**config.mk**
```make
export PLATFORM = sky130hd
export DESIGN_NAME = divlut_ctrl
export DESIGN_NICKNAME = d
export VERILOG_FILES = /design/src/rtl/divlut_ctrl.sv
export SDC_FILE = /design/constraint.sdc
export NUM_CORES = 1
export LEC_CHECK = 0
export ABC_AREA = 1
export CORE_MARGIN = 8
export CORE_UTILIZATION = 37
export CTS_CLUSTER_DIAMETER = 60
export DETAILED_ROUTE_END_ITERATION = 10
export MAX_ROUTING_LAYER = met4
export PLACE_DENSITY = 0.95
export SLEW_MARGIN = 20
export SYNTH_ARGS = -nofsm -noshare
export SYNTH_HDL_FRONTEND = slang
export SYNTH_SLANG_ARGS = --single-unit
```
**constraint.sdc**
```tcl
create_clock -name clk -period 2.6 [get_ports clk]
set_clock_uncertainty 0.2 [all_clocks]
set_input_delay 0.52 -clock clk [delete_from_list [all_inputs] [get_ports clk]]
set_output_delay 0.52 -clock clk [all_outputs]
set_load 0.05 [all_outputs]
```
**src/rtl/divlut_ctrl.sv**
```systemverilog
// ---------------------------------------------------------------------------
// divlut_ctrl
//
// Sequencer and read arbiter for the divide lookup table.
//   * Loads the table from a configuration word stream.
//   * Drives the table's run input, including the write-address flush pulse.
//   * In run mode, shares the single read port between two requesters
//     with round-robin arbitration.
//   * Regenerates read-valid timing for the table's 1-cycle read latency.
//
// Ports
//   clk, reset           clock, asynchronous active-high reset
//   cfg_data/valid/ready load word stream (accepted on cfg_valid & cfg_ready)
//   cfg_reload           pulse: discard table and restart the load
//   loaded, load_count   load status
//   req0/1, addr0/1      read requests (held until granted)
//   gnt0/1               combinational grants
//   rsp0/1_valid         registered read-valid, one cycle after the grant
//   rsp_data             shared read data, passthrough of lut_rd_data
//   lut_*                table control and data interface
// ---------------------------------------------------------------------------
module divlut_ctrl #(
    parameter int AW = 11,
    parameter int DW = 11
) (
    input  logic          clk,
    input  logic          reset,
    input  logic [DW-1:0] cfg_data,
    input  logic          cfg_valid,
    output logic          cfg_ready,
    input  logic          cfg_reload,
    output logic          loaded,
    output logic [AW:0]   load_count,
    input  logic          req0,
    input  logic          req1,
    input  logic [AW-1:0] addr0,
    input  logic [AW-1:0] addr1,
    output logic          gnt0,
    output logic          gnt1,
    output logic          rsp0_valid,
    output logic          rsp1_valid,
    output logic [DW-1:0] rsp_data,
    output logic          lut_run,
    output logic [DW-1:0] lut_wr_data,
    output logic          lut_wr_en,
    output logic [AW-1:0] lut_rd_addr,
    output logic          lut_rd_en,
    input  logic [DW-1:0] lut_rd_data
);

    // Index of the last word of a full table load (2**AW - 1).
    localparam logic [AW:0] LAST_WORD = {1'b0, {AW{1'b1}}};

    typedef enum logic [1:0] {
        ST_FLUSH = 2'd0,
        ST_LOAD  = 2'd1,
        ST_RUN   = 2'd2
    } state_t;

    state_t        r_state;
    logic          r_lut_run;
    logic          r_loaded;
    logic [AW:0]   r_load_count;
    logic          r_rr_ptr;
    logic          r_rsp0_valid;
    logic          r_rsp1_valid;

    logic          w_in_load;
    logic          w_in_run;
    logic          w_cfg_ready;
    logic          w_accept;
    logic          w_last_word;
    logic          w_arb_en;
    logic          w_gnt0;
    logic          w_gnt1;

    assign w_in_load   = (r_state == ST_LOAD);
    assign w_in_run    = (r_state == ST_RUN);

    // A reload cycle never accepts a word and never grants a read.
    assign w_cfg_ready = w_in_load & ~cfg_reload;
    assign w_accept    = w_cfg_ready & cfg_valid;
    assign w_last_word = (r_load_count == LAST_WORD);
    assign w_arb_en    = w_in_run & ~cfg_reload;

    // Round-robin: r_rr_ptr names the requester that wins a tie.
    assign w_gnt0 = w_arb_en & req0 & (~req1 | ~r_rr_ptr);
    assign w_gnt1 = w_arb_en & req1 & (~req0 |  r_rr_ptr);

    assign cfg_ready   = w_cfg_ready;
    assign loaded      = r_loaded;
    assign load_count  = r_load_count;
    assign gnt0        = w_gnt0;
    assign gnt1        = w_gnt1;
    assign rsp0_valid  = r_rsp0_valid;
    assign rsp1_valid  = r_rsp1_valid;
    assign rsp_data    = lut_rd_data;
    assign lut_run     = r_lut_run;
    assign lut_wr_data = cfg_data;
    assign lut_wr_en   = w_accept;
    assign lut_rd_en   = w_gnt0 | w_gnt1;
    assign lut_rd_addr = w_gnt1 ? addr1 : addr0;

    // Load/run sequencer with registered run, loaded and word count.
    always_ff @(posedge clk or posedge reset) begin
        if (reset) begin
            r_state      <= ST_FLUSH;
            r_lut_run    <= 1'b0;
            r_loaded     <= 1'b0;
            r_load_count <= '0;
        end else begin
            case (r_state)
                ST_FLUSH: begin
                    // Out of reset lut_run is still low, so the first FLUSH
                    // cycle arms the pulse; the pulsed cycle moves on to LOAD.
                    // Reload is ignored here.
                    r_loaded     <= 1'b0;
                    r_load_count <= '0;
                    if (r_lut_run) begin
                        r_state   <= ST_LOAD;
                        r_lut_run <= 1'b0;
                    end else begin
                        r_state   <= ST_FLUSH;
                        r_lut_run <= 1'b1;
                    end
                end
                ST_LOAD: begin
                    if (cfg_reload) begin
                        r_state      <= ST_FLUSH;
                        r_lut_run    <= 1'b1;
                        r_loaded     <= 1'b0;
                        r_load_count <= '0;
                    end else if (w_accept) begin
                        r_load_count <= r_load_count + {{AW{1'b0}}, 1'b1};
                        if (w_last_word) begin
                            r_state   <= ST_RUN;
                            r_lut_run <= 1'b1;
                            r_loaded  <= 1'b1;
                        end else begin
                            r_state   <= ST_LOAD;
                            r_lut_run <= 1'b0;
                        end
                    end else begin
                        r_state   <= ST_LOAD;
                        r_lut_run <= 1'b0;
                    end
                end
                ST_RUN: begin
                    if (cfg_reload) begin
                        r_state      <= ST_FLUSH;
                        r_lut_run    <= 1'b1;
                        r_loaded     <= 1'b0;
                        r_load_count <= '0;
                    end else begin
                        // Count stays saturated at the table depth.
                        r_state   <= ST_RUN;
                        r_lut_run <= 1'b1;
                        r_loaded  <= 1'b1;
                    end
                end
                default: begin
                    r_state      <= ST_FLUSH;
                    r_lut_run    <= 1'b0;
                    r_loaded     <= 1'b0;
                    r_load_count <= '0;
                end
            endcase
        end
    end

    // Round-robin pointer update and read-valid regeneration.
    always_ff @(posedge clk or posedge reset) begin
        if (reset) begin
            r_rr_ptr     <= 1'b0;
            r_rsp0_valid <= 1'b0;
            r_rsp1_valid <= 1'b0;
        end else begin
            r_rsp0_valid <= w_gnt0;
            r_rsp1_valid <= w_gnt1;
            if (w_gnt0) begin
                r_rr_ptr <= 1'b1;
            end else if (w_gnt1) begin
                r_rr_ptr <= 1'b0;
            end else begin
                r_rr_ptr <= r_rr_ptr;
            end
        end
    end

endmodule

```
==> results of run 1 <==
==> area by class of cell <==
cell class | instances | area (µm²)
Timing Repair Buffer | 64 | 788
Tap cell | 48 | 60.1
Clock buffer | 3 | 41.3
Fill cell | 317 | 1520
Inverter | 21 | 80.1
Clock inverter | 1 | 5.00
Sequential cell | 19 | 475
Multi-Input combinational cell | 125 | 659
==> power by group <==
part | switching [µW] | internal (µW) | leakage [µW]
clock | 106 | 107 | 0.0000255
sequential | 26.2 | 325 | 0.000254
combinational | 269 | 193 | 0.000694
==> worst max-delay path by stage <==
stage,startpoint,to,cells after the start
3_3_place_gp,cfg_reload,lut_rd_addr[5],9
5_1_grt,cfg_reload,lut_rd_addr[4],9
3_5_place_dp,cfg_reload,lut_rd_addr[10],9
4_1_cts,r_state[0],lut_rd_addr[10],9
6_report,cfg_reload,lut_rd_addr[2],9
2_1_floorplan,r_state[0],lut_rd_addr[1],9
==> metal layers <==
| layer | global-route usage (%) | routed length [µm] | vias up |
|---|---|---|---|
| li1 | - | - | 665 |
| met1 | 12.3 | 1310 | 619 |
| met2 | 21.8 | 1850 | 51 |
| met3 | 7.49 | 410 | 12 |
| met4 | 5.28 | 68 | 0 |
| met5 | - | 0 | - |
==> per-stage QoR <==
stage / total power [µW] / setup WS, ns / cell area [µm²] / util, % / hold WS [ns]
2_1_floorplan: 717 / 0.236 / 1390 / - / 0.271
3_3_place_gp: 815 / 0.124 / 2060 / 56.7 / 0.292
3_5_place_dp: 825 / 0.0804 / 2060 / 56.7 / 0.312
4_1_cts: 1040 / 0.0692 / 2110 / 58.0 / 0.331
5_1_grt: 1080 / 0.00105 / 2110 / 58.1 / 0.372
6_report: 1030 / 0.103 / 2110 / 58.1 / 0.326
==> cell usage after synthesis <==
master and instances:
sky130_fd_sc_hd__dfrtp_1 19, sky130_fd_sc_hd__inv_1 18, sky130_fd_sc_hd__nand2_1 58, sky130_fd_sc_hd__nor3_1 4, sky130_fd_sc_hd__nand3_2 1, sky130_fd_sc_hd__buf_4 22, sky130_fd_sc_hd__nand4_1 2, sky130_fd_sc_hd__ha_1 5
sky130_fd_sc_hd__a211oi_1 1, sky130_fd_sc_hd__nand2_2 2, sky130_fd_sc_hd__nand2_8 4, sky130_fd_sc_hd__nand3_1 14, sky130_fd_sc_hd__or2_1 1, sky130_fd_sc_hd__a21oi_2 1, sky130_fd_sc_hd__a21oi_1 12, sky130_fd_sc_hd__nor2_1 15
sky130_fd_sc_hd__o21ai_0 3, sky130_fd_sc_hd__nor2_2 1, sky130_fd_sc_hd__inv_2 3, sky130_fd_sc_hd__nand2_4 1, sky130_fd_sc_hd__buf_2 1, sky130_fd_sc_hd__buf_6 1
==> cell usage in the layout (no fill, tap or decap), types with 3 or more instances in the layout <==
cell | netlist | final
sky130_fd_sc_hd__a21oi_1 | 12 | 12
sky130_fd_sc_hd__buf_12 | 0 | 16
sky130_fd_sc_hd__buf_4 | 22 | 5
sky130_fd_sc_hd__clkbuf_8 | 0 | 3
sky130_fd_sc_hd__clkdlybuf4s50_1 | 0 | 43
sky130_fd_sc_hd__dfrtp_1 | 19 | 19
sky130_fd_sc_hd__ha_1 | 5 | 4
sky130_fd_sc_hd__inv_1 | 18 | 18
sky130_fd_sc_hd__nand2_1 | 58 | 58
sky130_fd_sc_hd__nand2_8 | 4 | 4
sky130_fd_sc_hd__nand3_1 | 14 | 14
sky130_fd_sc_hd__nor2_1 | 15 | 15
sky130_fd_sc_hd__nor3_1 | 4 | 4
sky130_fd_sc_hd__o21ai_0 | 3 | 3
==> worst register-to-register path: cells and delay by family, from the launching register on <==
kind | cells | cell delay (ns)
buf+inv | 2 | 0.26
flops | 1 | 0.38
fa+ha+maj | 1 | 0.23
simple gates | 8 | 0.65
==> cells by family after synthesis <==
family          after synthesis  share of synthesized area [%]
flops                        19                           34.1
buf+inv                      45                           18.7
fa+ha+maj                     5                           4.49
simple gates                103                           36.1
compound gates               17                           6.56
==> registers in the layout, summed over array words and instances (netlist names) <==
register / cells
r_rr_ptr: 1
rsp1_valid: 1
load_count: 12
loaded: 1
lut_run: 1
r_state: 2
rsp0_valid: 1
==> run summary, run 1 <==
Final Hold Fails - 0
pin count of the biggest net entering global routing - 20
time the worst path needs with I/O delays and setup - 2.50 ns
remaining antenna violation count after routing - 0
deepest clock path buffer count - 2
count of maximum capacitance violations - 0
capture endpoint of the worst hold path - loaded
first-pass GRT wire length - 6350 µm
transition at the pin with the smallest max-transition slack - 0.726 ns
clock network latency to the later pin of the worst-skew pair - 0.26 ns
WHS Path Cells - 2
final net count - 289
IR Drop Worst-Case VDD - 0.399 mV
Post-route DRC - 0
yosys synthesis warning count - 0
hold buffers post-CTS - 0
number of rows created at floorplan - 22
Top delay family on crit path - buffers and inverters
Cells after Synth - 189
via count - 1,347
clock root cell - sky130_fd_sc_hd__clkbuf_8
TritonCTS clock tree - yes
cell type with the largest total area after synthesis - sky130_fd_sc_hd__dfrtp_1
critical path peak fanout - 14
Core Box Area - 0.00363 mm²
die height - 77.4 µm
antenna cells - 0
worst r2r dst - load_count[9]
total die area - 0.00598 mm²
CTS clk-pin slew, worst paths - 0.07 ns
leftover overflow at the end of global routing - 0
sequential element share of the synthesized area - 34.1%
proportion of netlist area held by the largest area contributor - 34.1%
Crit path largest cell delay - 0.47 ns
number of buffer and inverter instances along the worst setup path - 5
biggest area contributors in the synthesized netlist - sky130_fd_sc_hd__dfrtp_1 (34%), sky130_fd_sc_hd__nand2_1 (16%), sky130_fd_sc_hd__buf_4 (12%)
clock buffer count from CTS - 3
number of DRC markers after the initial detailed-route iteration - 69
leakage power summed over all cells - 0.000974 µW
IO Count - 104
ratio of final minimum period to clock period - 96.0%
Post-CTS Setup Bufs - 0
Starting Density - 38.3%
number of distinct library cell variants in the gate-level netlist after synthesis - 22
weighted congestion at the end of routability-driven global placement - 0.868
Setup Total Neg Slack - 0 ns
cts repair resizes - 0
HPWL reported at the end of detailed placement - 3020 µm
synthesized area - 0.00139 mm²
worst reg2reg path startpoint - r_state[0]
number of antenna violations at the first check in global routing - 0
CTS H-Tree Depth - 1
vias in the first global route - 1,416
proportion of layout cells with a drive suffix above 1 - 16.7%
number of port buffers - 59
nature of the critical path endpoint - output pin
Post-Syn Area per Cell - 7.37 µm²
Initial DRT Pass Iterations - 4
slack of the worst reg-to-reg path - 0.79 ns
arrival time of the worst setup path - 1.78 ns
global-route usage over all layers - 13.1%
DR vias/cell - 4.79
number of synthesized register bits - 19
Hold Path Class - reg -> reg
Total Wirelength - 3640 µm
reg2reg path depth - 11
filler-free cell count of the finished design - 281
startpoint type of the worst setup path - input port
Slew HR - 51.5%
power density over the cells - 487 mW/mm²
die extent in x - 77.4 µm
run status - finished clean
Critical Path RT - 1.88 ns
post-detailed-route wirelength per cell - 13.0 µm
chain of cells forming the critical path - clkdlybuf4s50_1 -> inv_2 -> nand2_8 -> inv_2 -> nand3_2 -> clkinv_2 -> nand2_1 -> nand2_1 -> buf_12
endpoints failing setup - 0
startpoint of the tightest hold check path - loaded
number of max-slew violations in the final report - 0
dpl cells - 277
net count after synthesis - 244
Max Clock Freq - 0.400 GHz
CP Class - in -> out
area added between synthesis and finish - 51.5%
Sink Count - 19
RSZ-0062 raised after global routing - false
master of the slowest instance on the critical path - sky130_fd_sc_hd__clkdlybuf4s50_1
Power figures use the tool's default switching activity.
==> inputs of run 2 (changes only) <==
Settings changed: SKIP_CTS_REPAIR_TIMING set to 1.
==> results of run 2 <==
Final layout, timing and power as in run 1 (identical DEF).
